<file path="src/rtl/addsub_seq_pkg.sv">
// Shared types, default sizes and overflow helper for the multi-byte add/subtract sequencer.
package addsub_seq_pkg;

  localparam int DEF_WIDTH  = 8;
  localparam int DEF_NBYTES = 4;

  typedef enum logic [1:0] {
    ST_IDLE  = 2'd0,
    ST_RUN   = 2'd1,
    ST_DRAIN = 2'd2
  } state_t;

  // Signed overflow: the effective operands agree in sign but the result does not.
  function automatic logic signed_ovf(input logic a_msb, input logic b_msb,
                                      input logic sub, input logic sum_msb);
    logic beff_msb;
    beff_msb = b_msb ^ sub;
    return (a_msb == beff_msb) && (sum_msb != a_msb);
  endfunction

endpackage

</file>
<file path="src/rtl/addsub_out_reg.sv">
// One-entry result holding register: data, last marker and word flags behind a valid/ready handshake.
// Flags load only on the final byte and then hold until overwritten by the next word.
module addsub_out_reg
  import addsub_seq_pkg::*;
#(
  parameter int WIDTH   = DEF_WIDTH,
  parameter int FLAGS_W = 1
) (
  input  logic               i_clk,
  input  logic               i_rst_n,
  input  logic               i_load,
  input  logic               i_flag_load,
  input  logic [WIDTH-1:0]   i_dat,
  input  logic               i_last,
  input  logic [FLAGS_W-1:0] i_flags,
  input  logic               i_ready,
  output logic               o_valid,
  output logic [WIDTH-1:0]   o_dat,
  output logic               o_last,
  output logic [FLAGS_W-1:0] o_flags
);

  logic               valid_q;
  logic [WIDTH-1:0]   dat_q;
  logic               last_q;
  logic [FLAGS_W-1:0] flags_q;

  always_ff @(posedge i_clk) begin
    if (!i_rst_n) begin
      valid_q <= 1'b0;
      dat_q   <= '0;
      last_q  <= 1'b0;
      flags_q <= '0;
    end else begin
      if (i_load) begin
        valid_q <= 1'b1;
        dat_q   <= i_dat;
        last_q  <= i_last;
      end else if (i_ready) begin
        valid_q <= 1'b0;
      end
      if (i_flag_load) begin
        flags_q <= i_flags;
      end
    end
  end

  assign o_valid = valid_q;
  assign o_dat   = dat_q;
  assign o_last  = last_q;
  assign o_flags = flags_q;

endmodule

</file>
<file path="src/rtl/addsub_seq_ctrl.sv">
// Multi-byte add/subtract sequencer driving an external 8-bit Add_Sub stage, LSB byte first.
// Define ADDSUB_SEQ_FLAGS_EN to build the signed-overflow and zero flags; otherwise they read 0.
module addsub_seq_ctrl
  import addsub_seq_pkg::*;
#(
  parameter int WIDTH  = DEF_WIDTH,
  parameter int NBYTES = DEF_NBYTES
) (
  input  logic             i_clk,
  input  logic             i_rst_n,
  input  logic             i_start,
  input  logic             i_add_sub,
  input  logic             i_valid,
  input  logic [WIDTH-1:0] i_a_byte,
  input  logic [WIDTH-1:0] i_b_byte,
  output logic             o_ready,
  output logic [WIDTH-1:0] o_a,
  output logic [WIDTH-1:0] o_b,
  output logic             o_cin,
  output logic             o_add_sub,
  input  logic [WIDTH-1:0] i_sum,
  input  logic             i_cout,
  output logic             o_valid,
  output logic [WIDTH-1:0] o_sum_byte,
  output logic             o_last,
  input  logic             i_ready,
  output logic             o_cout,
  output logic             o_ovf,
  output logic             o_zero,
  output logic             o_busy
);

`ifdef ADDSUB_SEQ_FLAGS_EN
  localparam int FLAGS_W = 3;
`else
  localparam int FLAGS_W = 1;
`endif
  localparam int CNT_W = (NBYTES > 1) ? $clog2(NBYTES) : 1;
  localparam logic [CNT_W-1:0] LAST_IDX = CNT_W'(NBYTES - 1);

  state_t             state_q;
  logic [CNT_W-1:0]   cnt_q;
  logic               carry_q;
  logic               mode_q;
  logic               busy_q;
  logic               out_vld;
  logic               out_last;
  logic               accept;
  logic               last_byte;
  logic [FLAGS_W-1:0] flags_d;
  logic [FLAGS_W-1:0] flags_q;

  assign o_ready   = (state_q == ST_RUN) && (!out_vld || i_ready);
  assign accept    = i_valid && o_ready;
  assign last_byte = (cnt_q == LAST_IDX);

  assign o_a       = i_a_byte;
  assign o_b       = i_b_byte;
  assign o_cin     = carry_q;
  assign o_add_sub = mode_q;
  assign o_busy    = busy_q;

`ifdef ADDSUB_SEQ_FLAGS_EN
  logic zacc_q;

  assign flags_d = {i_cout,
                    signed_ovf(i_a_byte[WIDTH-1], i_b_byte[WIDTH-1], mode_q, i_sum[WIDTH-1]),
                    zacc_q && (i_sum == '0)};
  assign o_cout  = flags_q[2];
  assign o_ovf   = flags_q[1];
  assign o_zero  = flags_q[0];
`else
  assign flags_d = i_cout;
  assign o_cout  = flags_q[0];
  assign o_ovf   = 1'b0;
  assign o_zero  = 1'b0;
`endif

  always_ff @(posedge i_clk) begin
    if (!i_rst_n) begin
      state_q <= ST_IDLE;
      cnt_q   <= '0;
      carry_q <= 1'b0;
      mode_q  <= 1'b0;
      busy_q  <= 1'b0;
`ifdef ADDSUB_SEQ_FLAGS_EN
      zacc_q  <= 1'b0;
`endif
    end else begin
      unique case (state_q)
        ST_IDLE: begin
          if (i_start) begin
            state_q <= ST_RUN;
            mode_q  <= i_add_sub;
            cnt_q   <= '0;
            // Subtract seeds carry-in with 1 to form the two's complement of B.
            carry_q <= i_add_sub;
            busy_q  <= 1'b1;
`ifdef ADDSUB_SEQ_FLAGS_EN
            zacc_q  <= 1'b1;
`endif
          end
        end
        ST_RUN: begin
          if (accept) begin
            carry_q <= i_cout;
            cnt_q   <= cnt_q + CNT_W'(1);
`ifdef ADDSUB_SEQ_FLAGS_EN
            zacc_q  <= zacc_q && (i_sum == '0);
`endif
            if (last_byte) begin
              state_q <= ST_DRAIN;
            end
          end
        end
        ST_DRAIN: begin
          if (out_vld && i_ready && out_last) begin
            state_q <= ST_IDLE;
            busy_q  <= 1'b0;
          end
        end
        default: begin
          state_q <= ST_IDLE;
          busy_q  <= 1'b0;
        end
      endcase
    end
  end

  addsub_out_reg #(
    .WIDTH   (WIDTH),
    .FLAGS_W (FLAGS_W)
  ) u_out_reg (
    .i_clk       (i_clk),
    .i_rst_n     (i_rst_n),
    .i_load      (accept),
    .i_flag_load (accept && last_byte),
    .i_dat       (i_sum),
    .i_last      (last_byte),
    .i_flags     (flags_d),
    .i_ready     (i_ready),
    .o_valid     (out_vld),
    .o_dat       (o_sum_byte),
    .o_last      (out_last),
    .o_flags     (flags_q)
  );

  assign o_valid = out_vld;
  assign o_last  = out_last;

endmodule

</file>
<file path="config.mk">
export PLATFORM = sky130hd
export DESIGN_NAME = addsub_seq_ctrl
export DESIGN_NICKNAME = d
export VERILOG_FILES = /design/src/rtl/addsub_seq_pkg.sv /design/src/rtl/addsub_out_reg.sv /design/src/rtl/addsub_seq_ctrl.sv
export SDC_FILE = /design/constraint.sdc
export NUM_CORES = 1
export LEC_CHECK = 0
export BUFFER_PORTS_ARGS = -buffer_cell sky130_fd_sc_hd__buf_2
export CAP_MARGIN = 15
export CORE_MARGIN = 2
export CORE_UTILIZATION = 42
export DETAILED_ROUTE_END_ITERATION = 10
export PLACE_DENSITY = 0.82
export SYNTH_ARGS = -nofsm -noshare
export SYNTH_HDL_FRONTEND = slang
export SYNTH_SLANG_ARGS = --single-unit
export TNS_END_PERCENT = 10
</file>
<file path="constraint.sdc">
create_clock -name i_clk -period 2.9 [get_ports i_clk]
set_clock_uncertainty 0.15 [all_clocks]
set_input_delay 0.87 -clock i_clk [delete_from_list [all_inputs] [get_ports i_clk]]
set_output_delay 0.87 -clock i_clk [all_outputs]
set_load 0.02 [all_outputs]
</file>
# [Word level (Yosys, flattened, before mapping)]
# Cells that the tools add are included.
[classes] bitwise=1 reduce_logical=14 n_eq_ne=7 add_sub_neg=1 mux=16
[op_table] cell="$mux 2" count=6
[op_table] cell="$ne 2x2->1 const B" count=4
[op_table] cell="$mux 1" count=6
[op_table] cell="$pmux 2 s3" count=1
[op_table] cell="$reduce_and 3->1" count=2
[op_table] cell="$logic_and 1x1->1" count=5
[op_table] cell="$eq 2x2->1 const B" count=2
[op_table] cell="$pmux 2 s2" count=1
[op_table] cell="$reduce_and 4->1" count=1
[op_table] cell="$reduce_bool 2->1" count=2
[op_table] cell="$pmux 1 s3" count=1
[op_table] cell="$add 2x1->2 const B" count=1
[op_table] cell="$eq 2x1->1 const B" count=1
[op_table] cell="$logic_not 2->1" count=1
[op_table] cell="$pmux 1 s2" count=1
[op_table] cell="$reduce_and 2->1" count=1
[op_table] cell="$logic_not 1->1" count=1
[op_table] cell="$logic_or 1x1->1" count=1
[op_table] cell="$not 1->1" count=1
[word_totals] out_inout_bits=33 word_cells=48 in_bits=31 reg_bits=18

# [Logic depth before layout (Yosys ltp)]
# Gate-level depths: netlist of the first run.
[depth] depth_word=6 ltp_mapped=6 mapped_depth_nobuf=4

# [Hierarchy]
# Synthesis of the first run repeated with hierarchy kept, for this count alone.
[unflattened] hier_cells=99 hier_area_um2=944.7
[modules_own_cells] module="addsub_seq_ctrl" seq_area_each_um2=140.1 instances=1 cells_each=64 area_per_inst_um2=533.0
[modules_own_cells] module="addsub_out_reg" seq_area_each_um2=220.2 instances=1 cells_each=35 area_per_inst_um2=411.6

# [Worst setup path before layout of the first run]
# OpenSTA, ideal clock, no wires.
[synth_timing] kind="input port to output port" from="in i_ready" to="out o_ready" arrival_time_ns=1.232 path_slack_ns=0.648 path_stages=2 path_buffers=0 required_time_ns=1.880 cell_sequence="nand2b_4 -> and2_1"
[synth_between] elab_chain_len=2
[synth_lines] element="start, declared" line_no="addsub_seq_ctrl.sv:26" source="input logic i_ready,"
[synth_lines] element="$logic_or 1x1->1" line_no="addsub_seq_ctrl.sv:53" source="assign o_ready = (state_q == ST_RUN) && (!out_vld || i_ready);"
[synth_lines] element="$logic_and 1x1->1" line_no="addsub_seq_ctrl.sv:53"
[synth_lines] element="end, declared" line_no="addsub_seq_ctrl.sv:16" source="output logic o_ready,"
# No other way between the ends.

# [Worst setup path after layout of the first run]
# Ends and elaborated chain as after synthesis.

==> results of run 1 <==
-- cell usage after synthesis, types with 2 or more instances --
master    number
buf_4         18
dfxtp_1       18
nor2_1         9
mux2i_1        8
nand2_1        6
a21oi_1        5
o21ai_0        4
a31oi_1        3
inv_1          3
buf_6          2
clkbuf_1       2
nand3_2        2
-- state kept, by name, summed over array words and instances (netlist names) --
register / count
u_out_reg.o_dat: 8
cnt_q: 2
state_q: 2
o_add_sub: 1
o_busy: 1
o_cin: 1
u_out_reg.o_flags: 1
u_out_reg.o_last: 1
u_out_reg.o_valid: 1
-- per-layer routing --
| metal | wire [um] | vias to the layer above | share of wire [%] |
|---|---|---|---|
| li1 | - | 328 | - |
| met1 | 700 | 292 | 44 |
| met2 | 707 | 29 | 45 |
| met3 | 162 | 2 | 10 |
| met4 | 4 | 0 | 0.25 |
| met5 | 0 | - | 0 |
-- how the worst max path moves through the flow --
stage / start / to / slack, ns / cells after the start
6_report: i_ready / o_ready / 0.46 / 4
5_1_grt: i_ready / o_ready / 0.42 / 4
4_1_cts: i_ready / o_ready / 0.45 / 4
3_5_place_dp: i_ready / o_ready / 0.45 / 4
3_3_place_gp: i_ready / o_ready / 0.46 / 4
2_1_floorplan: i_ready / o_ready / 0.65 / 2
-- critical path: cells and delay by family --
| kind | cells | cell delay [ns] |
|---|---|---|
| buffers and inverters | 2 | 0.25 |
| AND/OR/NAND/NOR | 2 | 0.30 |
-- where the power goes --
group / internal, mW / leakage (nW) / total [mW] / switching [mW]
logic: 0.0307 / 0.312 / 0.0706 / 0.0399
registers: 0.258 / 0.147 / 0.266 / 0.00811
clock network: 0.0764 / 0.0210 / 0.154 / 0.0774
total: 0.365 / 0.480 / 0.490 / 0.125
-- area by class of cell --
class	instances	area share [%]
well taps	27	3.57
repair buffers	29	15.3
clock buffers	4	3.84
flip-flops and latches	18	38.1
multi-input cells	55	38.0
inverters	3	1.19
-- per-stage QoR --
| stage | utilization, % | instances | power [mW] | setup WS [ns] | hold slack, ns |
|---|---|---|---|---|---|
| after floorplan | - | 98 | 0.354 | 0.648 | 0.308 |
| after global placement | 45.9 | 132 | 0.340 | 0.460 | 0.303 |
| final | 47.7 | 136 | 0.490 | 0.456 | 0.324 |
| after detailed placement | 45.9 | 132 | 0.343 | 0.454 | 0.310 |
| after CTS | 47.7 | 136 | 0.497 | 0.454 | 0.329 |
| after global routing | 47.7 | 136 | 0.520 | 0.419 | 0.347 |
-- kinds of logic (layout without fill, tap and decap cells) --
logic type      after synthesis  in the layout
compound gates               16             16
buf+inv                      25             36
flops                        18             18
simple gates                 27             27
fa+ha+maj                     1              1
other cells                   1              2
mux                           9              9
==> qor.yml, run 1 <==
antenna_found_initial: 0
synthSimpleGateAreaFrac_pct: 16.5
synth_compound_area_share_pct: 11.2
netlist.area_leader.share_pct: 40.4
gp_congestion: 0.748
holdPathStages: 2
crit_slowest_cell: "nand2b_4"
end_kind: "output port"
synth_area_leaders: "dfxtp_1 (40%), buf_4 (15%), mux2i_1 (9.0%)"
cts_htree_levels: 1
route.detailed.drc: 0
ys_dominant_reg_cell: "dfxtp_1"
synth_top_family_by_area: "buffers and inverters"
worstPathRequired_ns: 1.88
clk_latency_ns: 0.29
first_pass_iters: 4
multi_input_area_um2: 359
clock_sinks: 18
grt_pass1_vias: 636
ys_seq_elements: 18
cts_buffers: 3
path_max_fanout: 6
hold_violations: 0
path_common_cell: "buf_2"
coreArea_mm2: 0.00198
grtUsageMet1_pct: 17.3
wire_per_inst_um: 11.6
seq_area_frac_synth_pct: 40.4
synth-xor-area-share_pct: 0
die_y_um: 50.1
max_stage_delay_ns: 0.16
rsz0062_at_grt: "false"
synth_fa_ha_area_share_pct: 1.40
via_count: 651
p_per_area_mw_per_mm2: 518
initial_core_util_pct: 45.0
worst_r2r_endpoint: "u_out_reg.o_dat[1]"
vias_per_cell: 4.79
drive_gt1_share_pct: 35.8
gr-max-usage-layer: "met2"
grt_max_degree: 16
wl_um: 1570
seq_area_um2: 360
final_area_um2: 946
die_area_mm2: 0.00251
period_needed_ns: 2.44
drtAntennaViolNets: 0
finalSetupViolations: 0
netlist_instances: 97
area_growth_pct: 6.03
cts_tree: "done"
use_met3_pct: 5.15
holdPathEnd: "u_out_reg.o_flags"
ctsResizeCount: 0
status: "finished, final reports clean"
rr_startpoint: "state_q[0]"
yosysTopAreaCell: "dfxtp_1"
rows: 16
hpwl_um: 1190
grt.overflow.total: 0
post-cts-setup-buffers: 0
synth-warning-count: 0
ff2ff_path_depth: 4
final_common_cell: "buf_2"
p_leak_nw: 0.480
clk_pin_slew_worst_paths_ns: 0.10
track_usage_pct: 14.0
synth.area.mux_share_pct: 10.2
clockBufferDepth: 2
cts_hold_buf: 0
setup_tns_ns: 0
hold_start: "u_out_reg.o_flags"
die_x_um: 50.1
worstHoldPathType: "reg2reg"
gr-usage-met2_pct: 21.7
ioPinCount: 64
layout_common_cells: "buf_2 (29), dfxtp_1 (18), nor2_1 (9)"
io_buffers: 29
synthArstFlopShare_pct: 0
root_buffer: "clkbuf_4"
layout.nets: 142
synth_area_um2: 892
synth_cell_type_count: 29
syn_avg_cell_area_um2: 9.20
ff2ff_setup_slack_ns: 1.32
grt_pass1_wl_um: 2690
finalCritPeriodShare_pct: 84.3
drtIter0Drc: 8
synth_edf_count: 0
cp_cell_sequence: "buf_2 -> nand2b_4 -> and2_1 -> buf_2"
path_class: "in2out"
maxSlewViolCount: 0
diodes: 0
crit_path_start_kind: "input pin"
nFillCells: 213
vdd_drop_max_v: 0.000259
timing.fmax_mhz: 409
place_area_um2: 910
cp.arrival_ns: 1.42
drv_cap: 0
(Power assumes the default switching activity.)
==> run 2, diff against run 1 <==
--- a/config.mk
+++ b/config.mk
@@ -5,12 +5,13 @@
 export SDC_FILE = /design/constraint.sdc
 export NUM_CORES = 1
 export LEC_CHECK = 0
+export ABC_AREA = 1
 export BUFFER_PORTS_ARGS = -buffer_cell sky130_fd_sc_hd__buf_2
 export CAP_MARGIN = 15
 export CORE_MARGIN = 2
-export CORE_UTILIZATION = 42
+export CORE_UTILIZATION = 36
 export DETAILED_ROUTE_END_ITERATION = 10
-export PLACE_DENSITY = 0.82
+export PLACE_DENSITY = 0.74
 export SYNTH_ARGS = -nofsm -noshare
 export SYNTH_HDL_FRONTEND = slang
 export SYNTH_SLANG_ARGS = --single-unit
==> constraint.sdc (replaced) <==
create_clock -name i_clk -period 2.16 [get_ports i_clk]
set_clock_uncertainty 0.15 [all_clocks]
set_input_delay 0.648 -clock i_clk [delete_from_list [all_inputs] [get_ports i_clk]]
set_output_delay 0.648 -clock i_clk [all_outputs]
set_load 0.02 [all_outputs]
==> run 2 against run 1 <==
Design area increased by 6.3%; non-clock buffer count increased by 1; largest power group unchanged; largest cell class is now multi-input gates; critical endpoint unchanged; worst setup slack worse by 0.27 ns.
==> qor.yml, run 2 <==
cp_cell_sequence: "inv_2 -> nand2_2 -> a21oi_4 -> buf_2"
numPlacedInstances: 161  # +22%
wl_um: 1760  # +12%
p_leak_nw: 0.506  # +5.4%
netlist.area_leader.share_pct: 38.6  # -1.8 points
period_needed_ns: 1.97
clk_pin_slew_worst_paths_ns: 0.10  # about the same
wire_per_inst_um: 10.7  # -7.8%
post-cts-setup-buffers: 0  # unchanged
vias_per_cell: 4.87  # +1.7%
cp.arrival_ns: 1.17  # -0.25 ns
clock_sinks: 18  # unchanged
ff2ff_path_depth: 7  # +3
place_area_um2: 970  # +6.6%
cts_tree: "done"
synth_cell_type_count: 20  # -31%
diodes: 0  # unchanged
syn_avg_cell_area_um2: 7.66  # -17%
drtAntennaViolNets: 0  # unchanged
first_pass_iters: 4  # unchanged
coreArea_mm2: 0.00248  # +25%
initial_core_util_pct: 37.7  # -7.3 points
dp_slack_ns: 0.205  # -0.248 ns
seq_area_frac_synth_pct: 38.6  # -1.8 points
largest_register_ffs: 8  # unchanged
finalCritPeriodShare_pct: 91.3
synthArstFlopShare_pct: 0  # unchanged
p_per_area_mw_per_mm2: 726  # +40%
die_y_um: 55.0  # +9.7%
antenna_found_initial: 0  # unchanged
ioPinCount: 64  # unchanged
synth_common_cells: "nand2_1 (25), buf_4 (18), dfxtp_1 (18), a21oi_1 (13), nand3_1 (13)"
worst_slack_ns: 0.188  # -0.267 ns
ys_dominant_reg_cell: "dfxtp_1"
grt_pass1_vias: 650  # +2.2%
drtIter0Drc: 11  # +3
netlist_instances: 122  # +26%
yosysTopAreaCell: "dfxtp_1"
synth_area_um2: 935  # +4.8%
rsz0062_at_grt: "false"
grt.overflow.total: 0  # unchanged
final_area_mm2: 0.00101  # +6.3%
drive_gt1_share_pct: 31.1  # -4.7 points
drv_cap: 0  # unchanged
worstPathRequired_ns: 1.36  # -0.52 ns
cts_hold_buf: 0  # unchanged
final_common_cell: "buf_2"
maxSlewViolCount: 0  # unchanged
route.detailed.drc: 0  # unchanged
grt_pass1_wl_um: 2800  # +4.1%
via_count: 803  # +23%
vdd_drop_max_v: 0.000404  # +56%
synth_most_common_cell: "nand2_1"
cts_htree_levels: 1  # unchanged
track_usage_pct: 12.8  # -1.2 points
path_max_fanout: 4  # -2
hold_violations: 0  # unchanged
die_area_mm2: 0.00302  # +20%
critPathBufInv: 2  # unchanged
path_class: "reg2out"
final_cell_count_no_fill: 165  # +21%
grt_max_degree: 17  # +1
die_x_um: 55.0  # +9.7%
finalSetupViolations: 0  # unchanged
hpwl_um: 1400  # +18%
synth_area_leaders: "dfxtp_1 (39%), buf_4 (14%), nand2_1 (10%)"
ys_seq_elements: 18  # unchanged
ctsResizeCount: 0  # unchanged
status: "finished, final reports clean"
rows: 18  # +2
clk_latency_ns: 0.29  # about the same
synth_edf_count: 0  # unchanged
root_buffer: "clkbuf_4"
cp_top_family: "flip-flops"
max_stage_delay_ns: 0.39  # +0.23 ns
layout.nets: 168  # +18%
clockBufferDepth: 2  # unchanged
synth-warning-count: 0  # unchanged
io_buffers: 29  # unchanged
holdPathStages: 2  # unchanged
worstHoldPathType: "reg2reg"
end_kind: "output port"
gp_congestion: 0.740  # -1.1%
crit_slowest_cell: "dfxtp_1"
cts_buffers: 3  # unchanged
final_util_pct: 40.6  # -7.1 points
layout_common_cells: "buf_2 (29), nand2_1 (25), dfxtp_1 (18)"
setup_tns_ns: 0  # unchanged
timing.fmax_mhz: 507
crit_path_start_kind: "flip-flop"
area_growth_pct: 7.63
critical_path_depth: 4  # unchanged
==> run 2: changes by cell type after synthesis, sizes merged, moves of 3 or more <==
| cell | delta |
|---|---|
| nand2 | +21 |
| nand3 | +11 |
| a21oi | +9 |
| mux2i | -8 |
| inv | +6 |
| a31oi | -3 |
==> run 2: tightest hold or removal path, delay by kind of cell (launching register included) <==
family / cells / cell delay, ns
DFF: 1 / 0.32
and+or+nand+nor: 2 / 0.11
==> run 2: cells by family after synthesis <==
kind of cell | count (synthesis) | synth area share, %
buffers and inverters | 31 | 20.6
AND/OR/NAND/NOR | 55 | 29.3
other | 1 | 0.401
adder cells (fa/ha/maj) | 1 | 1.34
flip-flops | 18 | 38.6
AO/OA/AOI/OAI | 16 | 9.77
==> run 2: report_power, final <==
part	internal [mW]	switching (mW)
Sequential	0.354	0.0153
Clock	0.103	0.105
Combinational	0.0575	0.0959
==> run 2: layout make-up <==
type	instances	area, um2
clock buffers	4	36.3
fillers	278	1470
inverters	9	33.8
multi-input cells	74	385
flip-flops and latches	18	360
well taps	30	37.5
repair buffers	30	153
==> run 2: path summary, 6_finish.rpt <==
check / from / slack [ns] / end
min reg2reg: o_busy / 0.32 / o_busy
max: state_q[1] / 0.19 / o_ready
max reg2reg: state_q[0] / 0.85 / cnt_q[1]
min: o_busy / 0.32 / o_busy
==> run 2: per-layer routing <==
metal	track usage, %	routed length (um)	vias up
met2	20.6	786	43
li1	-	-	399
met3	5.91	201	0
met4	1.63	0	0
met5	0	0	-
met1	16.0	772	361
==> run 2: stage by stage <==
| step | hold WS [ns] | total power [mW] |
|---|---|---|
| floorplan | 0.377 | 0.532 |
| global placement | 0.296 | 0.527 |
| detailed placement | 0.307 | 0.533 |
| CTS | 0.324 | 0.743 |
| global route | 0.338 | 0.779 |
| finish | 0.316 | 0.730 |
==> run 3, diff against run 2 <==
--- a/config.mk
+++ b/config.mk
@@ -6,12 +6,13 @@
 export NUM_CORES = 1
 export LEC_CHECK = 0
 export ABC_AREA = 1
-export BUFFER_PORTS_ARGS = -buffer_cell sky130_fd_sc_hd__buf_2
 export CAP_MARGIN = 15
 export CORE_MARGIN = 2
-export CORE_UTILIZATION = 36
+export CORE_UTILIZATION = 54
+export CTS_BUF_LIST = sky130_fd_sc_hd__clkbuf_16
 export DETAILED_ROUTE_END_ITERATION = 10
-export PLACE_DENSITY = 0.74
+export DONT_BUFFER_PORTS = 1
+export PLACE_DENSITY = 0.72
 export SYNTH_ARGS = -nofsm -noshare
 export SYNTH_HDL_FRONTEND = slang
 export SYNTH_SLANG_ARGS = --single-unit
==> run 3 against run 2 <==
Wire length shrank 5.5%; sequential power grew 5.7%; via count shrank 18%; critical endpoint unchanged.
==> qor.yml, run 3 (synthesis results as in run 2) <==
status: "finished, final reports clean"
grt_pass1_vias: 579  # -11%
worstHoldPathType: "in2reg"
multi_input_area_um2: 385  # unchanged
seq_area_um2: 360  # unchanged
via_count: 662  # -18%
post-cts-setup-buffers: 0  # unchanged
largest_register_ffs: 8  # unchanged
drv_cap: 0  # unchanged
wl_um: 1660  # -5.5%
nFillCells: 150  # -46%
antenna_found_initial: 0  # unchanged
layout.nets: 139  # -17%
hpwl_um: 1320  # -5.6%
final_common_cell: "nand2_1"
path_class: "reg2out"
finalCritPeriodShare_pct: 85.2  # -6.1 points
worstPathRequired_ns: 1.36  # about the same
cts_tree: "done"
io_buffers: 0  # -100%
crit_path_start_kind: "flip-flop"
vdd_drop_max_v: 0.000497  # +23%
root_buffer: "clkbuf_16"
max_stage_delay_ns: 0.38  # about the same
clockBufferDepth: 2  # unchanged
initial_core_util_pct: 56.0  # +18 points
diodes: 0  # unchanged
place_area_um2: 808  # -17%
grt.overflow.total: 0  # unchanged
clk_latency_ns: 0.24  # -0.05 ns
cts_htree_levels: 1  # unchanged
die_x_um: 45.6  # -17%
cts_hold_buf: 0  # unchanged
numPlacedInstances: 119  # -26%
clock_sinks: 18  # unchanged
finalSetupViolations: 0  # unchanged
wire_per_inst_um: 13.5  # +27%
vias_per_cell: 5.38  # +11%
path_max_fanout: 4  # unchanged
maxSlewViolCount: 0  # unchanged
end_kind: "output port"
coreArea_mm2: 0.00167  # -33%
grt_max_degree: 17  # unchanged
route.detailed.drc: 0  # unchanged
first_pass_iters: 4  # unchanged
final_cell_count_no_fill: 123  # -25%
clk_pin_slew_worst_paths_ns: 0.05  # -0.05 ns
cp_cell_sequence: "inv_2 -> nand2_2 -> a21oi_4"
rsz0062_at_grt: "false"
gp_congestion: 0.729  # -1.5%
die_y_um: 45.6  # -17%
p_leak_nw: 0.389  # -23%
cts_buffers: 3  # unchanged
crit_slowest_cell: "dfxtp_1"
area_growth_pct: -5.09
drive_gt1_share_pct: 11.3  # -20 points
period_needed_ns: 1.84  # -0.131 ns
track_usage_pct: 16.3  # +3.5 points
worst_slack_ns: 0.319  # +0.131 ns
dp_slack_ns: 0.416  # +0.211 ns
total_power_mw: 0.855  # +17%
drtIter0Drc: 6  # -5
timing.fmax_mhz: 543  # +7.1%
drtAntennaViolNets: 0  # unchanged
layout_common_cells: "nand2_1 (25), dfxtp_1 (18), a21oi_1 (13), nand3_1 (13), nor2_1 (10)"
ioPinCount: 64  # unchanged
die_area_mm2: 0.00208  # -31%
p_per_area_mw_per_mm2: 963  # +33%
hold_violations: 0  # unchanged
grt_pass1_wl_um: 2440  # -13%
cp.arrival_ns: 1.04  # -0.13 ns
rows: 15  # -3
final_area_um2: 887  # -12%
setup_tns_ns: 0  # unchanged
ctsResizeCount: 0  # unchanged
-- run 3: changes by cell type in the layout (fill, tap and decap cells not counted), sizes merged --
| cell | previous run | this run |
|---|---|---|
| buf | 30 | 1 |
| clkbuf | 4 | 3 |
| clkinv | 0 | 1 |
-- run 3: report_power, final --
| part | internal, mW | switching, mW | leakage [nW] |
|---|---|---|---|
| Combinational | 0.0374 | 0.0638 | 0.204 |
| Clock | 0.246 | 0.117 | 0.0385 |
| Sequential | 0.355 | 0.0353 | 0.147 |
-- run 3: metrics by stage --
step	hold slack, ns	util [%]
2_1_floorplan	0.377	-
3_3_place_gp	0.391	48.4
3_5_place_dp	0.410	48.4
4_1_cts	0.368	53.1
5_1_grt	0.379	53.1
6_report	0.373	53.1
-- run 3: area by class of cell --
cell class                 instances  area share (%)
clock buffer                       3            8.46
clock inverter                     1           0.423
sequential                        18            40.6
tap                               17            2.40
timing repair buffer               1           0.846
multi-input combinational         74            43.4
inverter                           9            3.81
-- run 3: path summary, 6_finish.rpt --
| check | start | end | slack (ns) | cells after the start |
|---|---|---|---|---|
| max | state_q[1] | o_ready | 0.32 | 3 |
| min | i_rst_n | cnt_q[0] | 0.37 | 2 |
| max reg2reg | state_q[1] | u_out_reg.o_dat[1] | 0.74 | 6 |
| min reg2reg | o_busy | o_busy | 0.41 | 2 |
-- run 3: metal layers --
layer | global-route usage, % | routed length, um
met5 | 0 | 0
met4 | 8.24 | 14
met3 | 5.16 | 147
met2 | 27.9 | 869
met1 | 17.7 | 632
-- run 3: worst max-delay path, delay by kind of cell, from the launching register on --
kind	cells	cell delay, ns
DFF	1	0.38
AOI/OAI and AO/OA	1	0.22
buffers and inverters	1	0.10
and+or+nand+nor	1	0.10
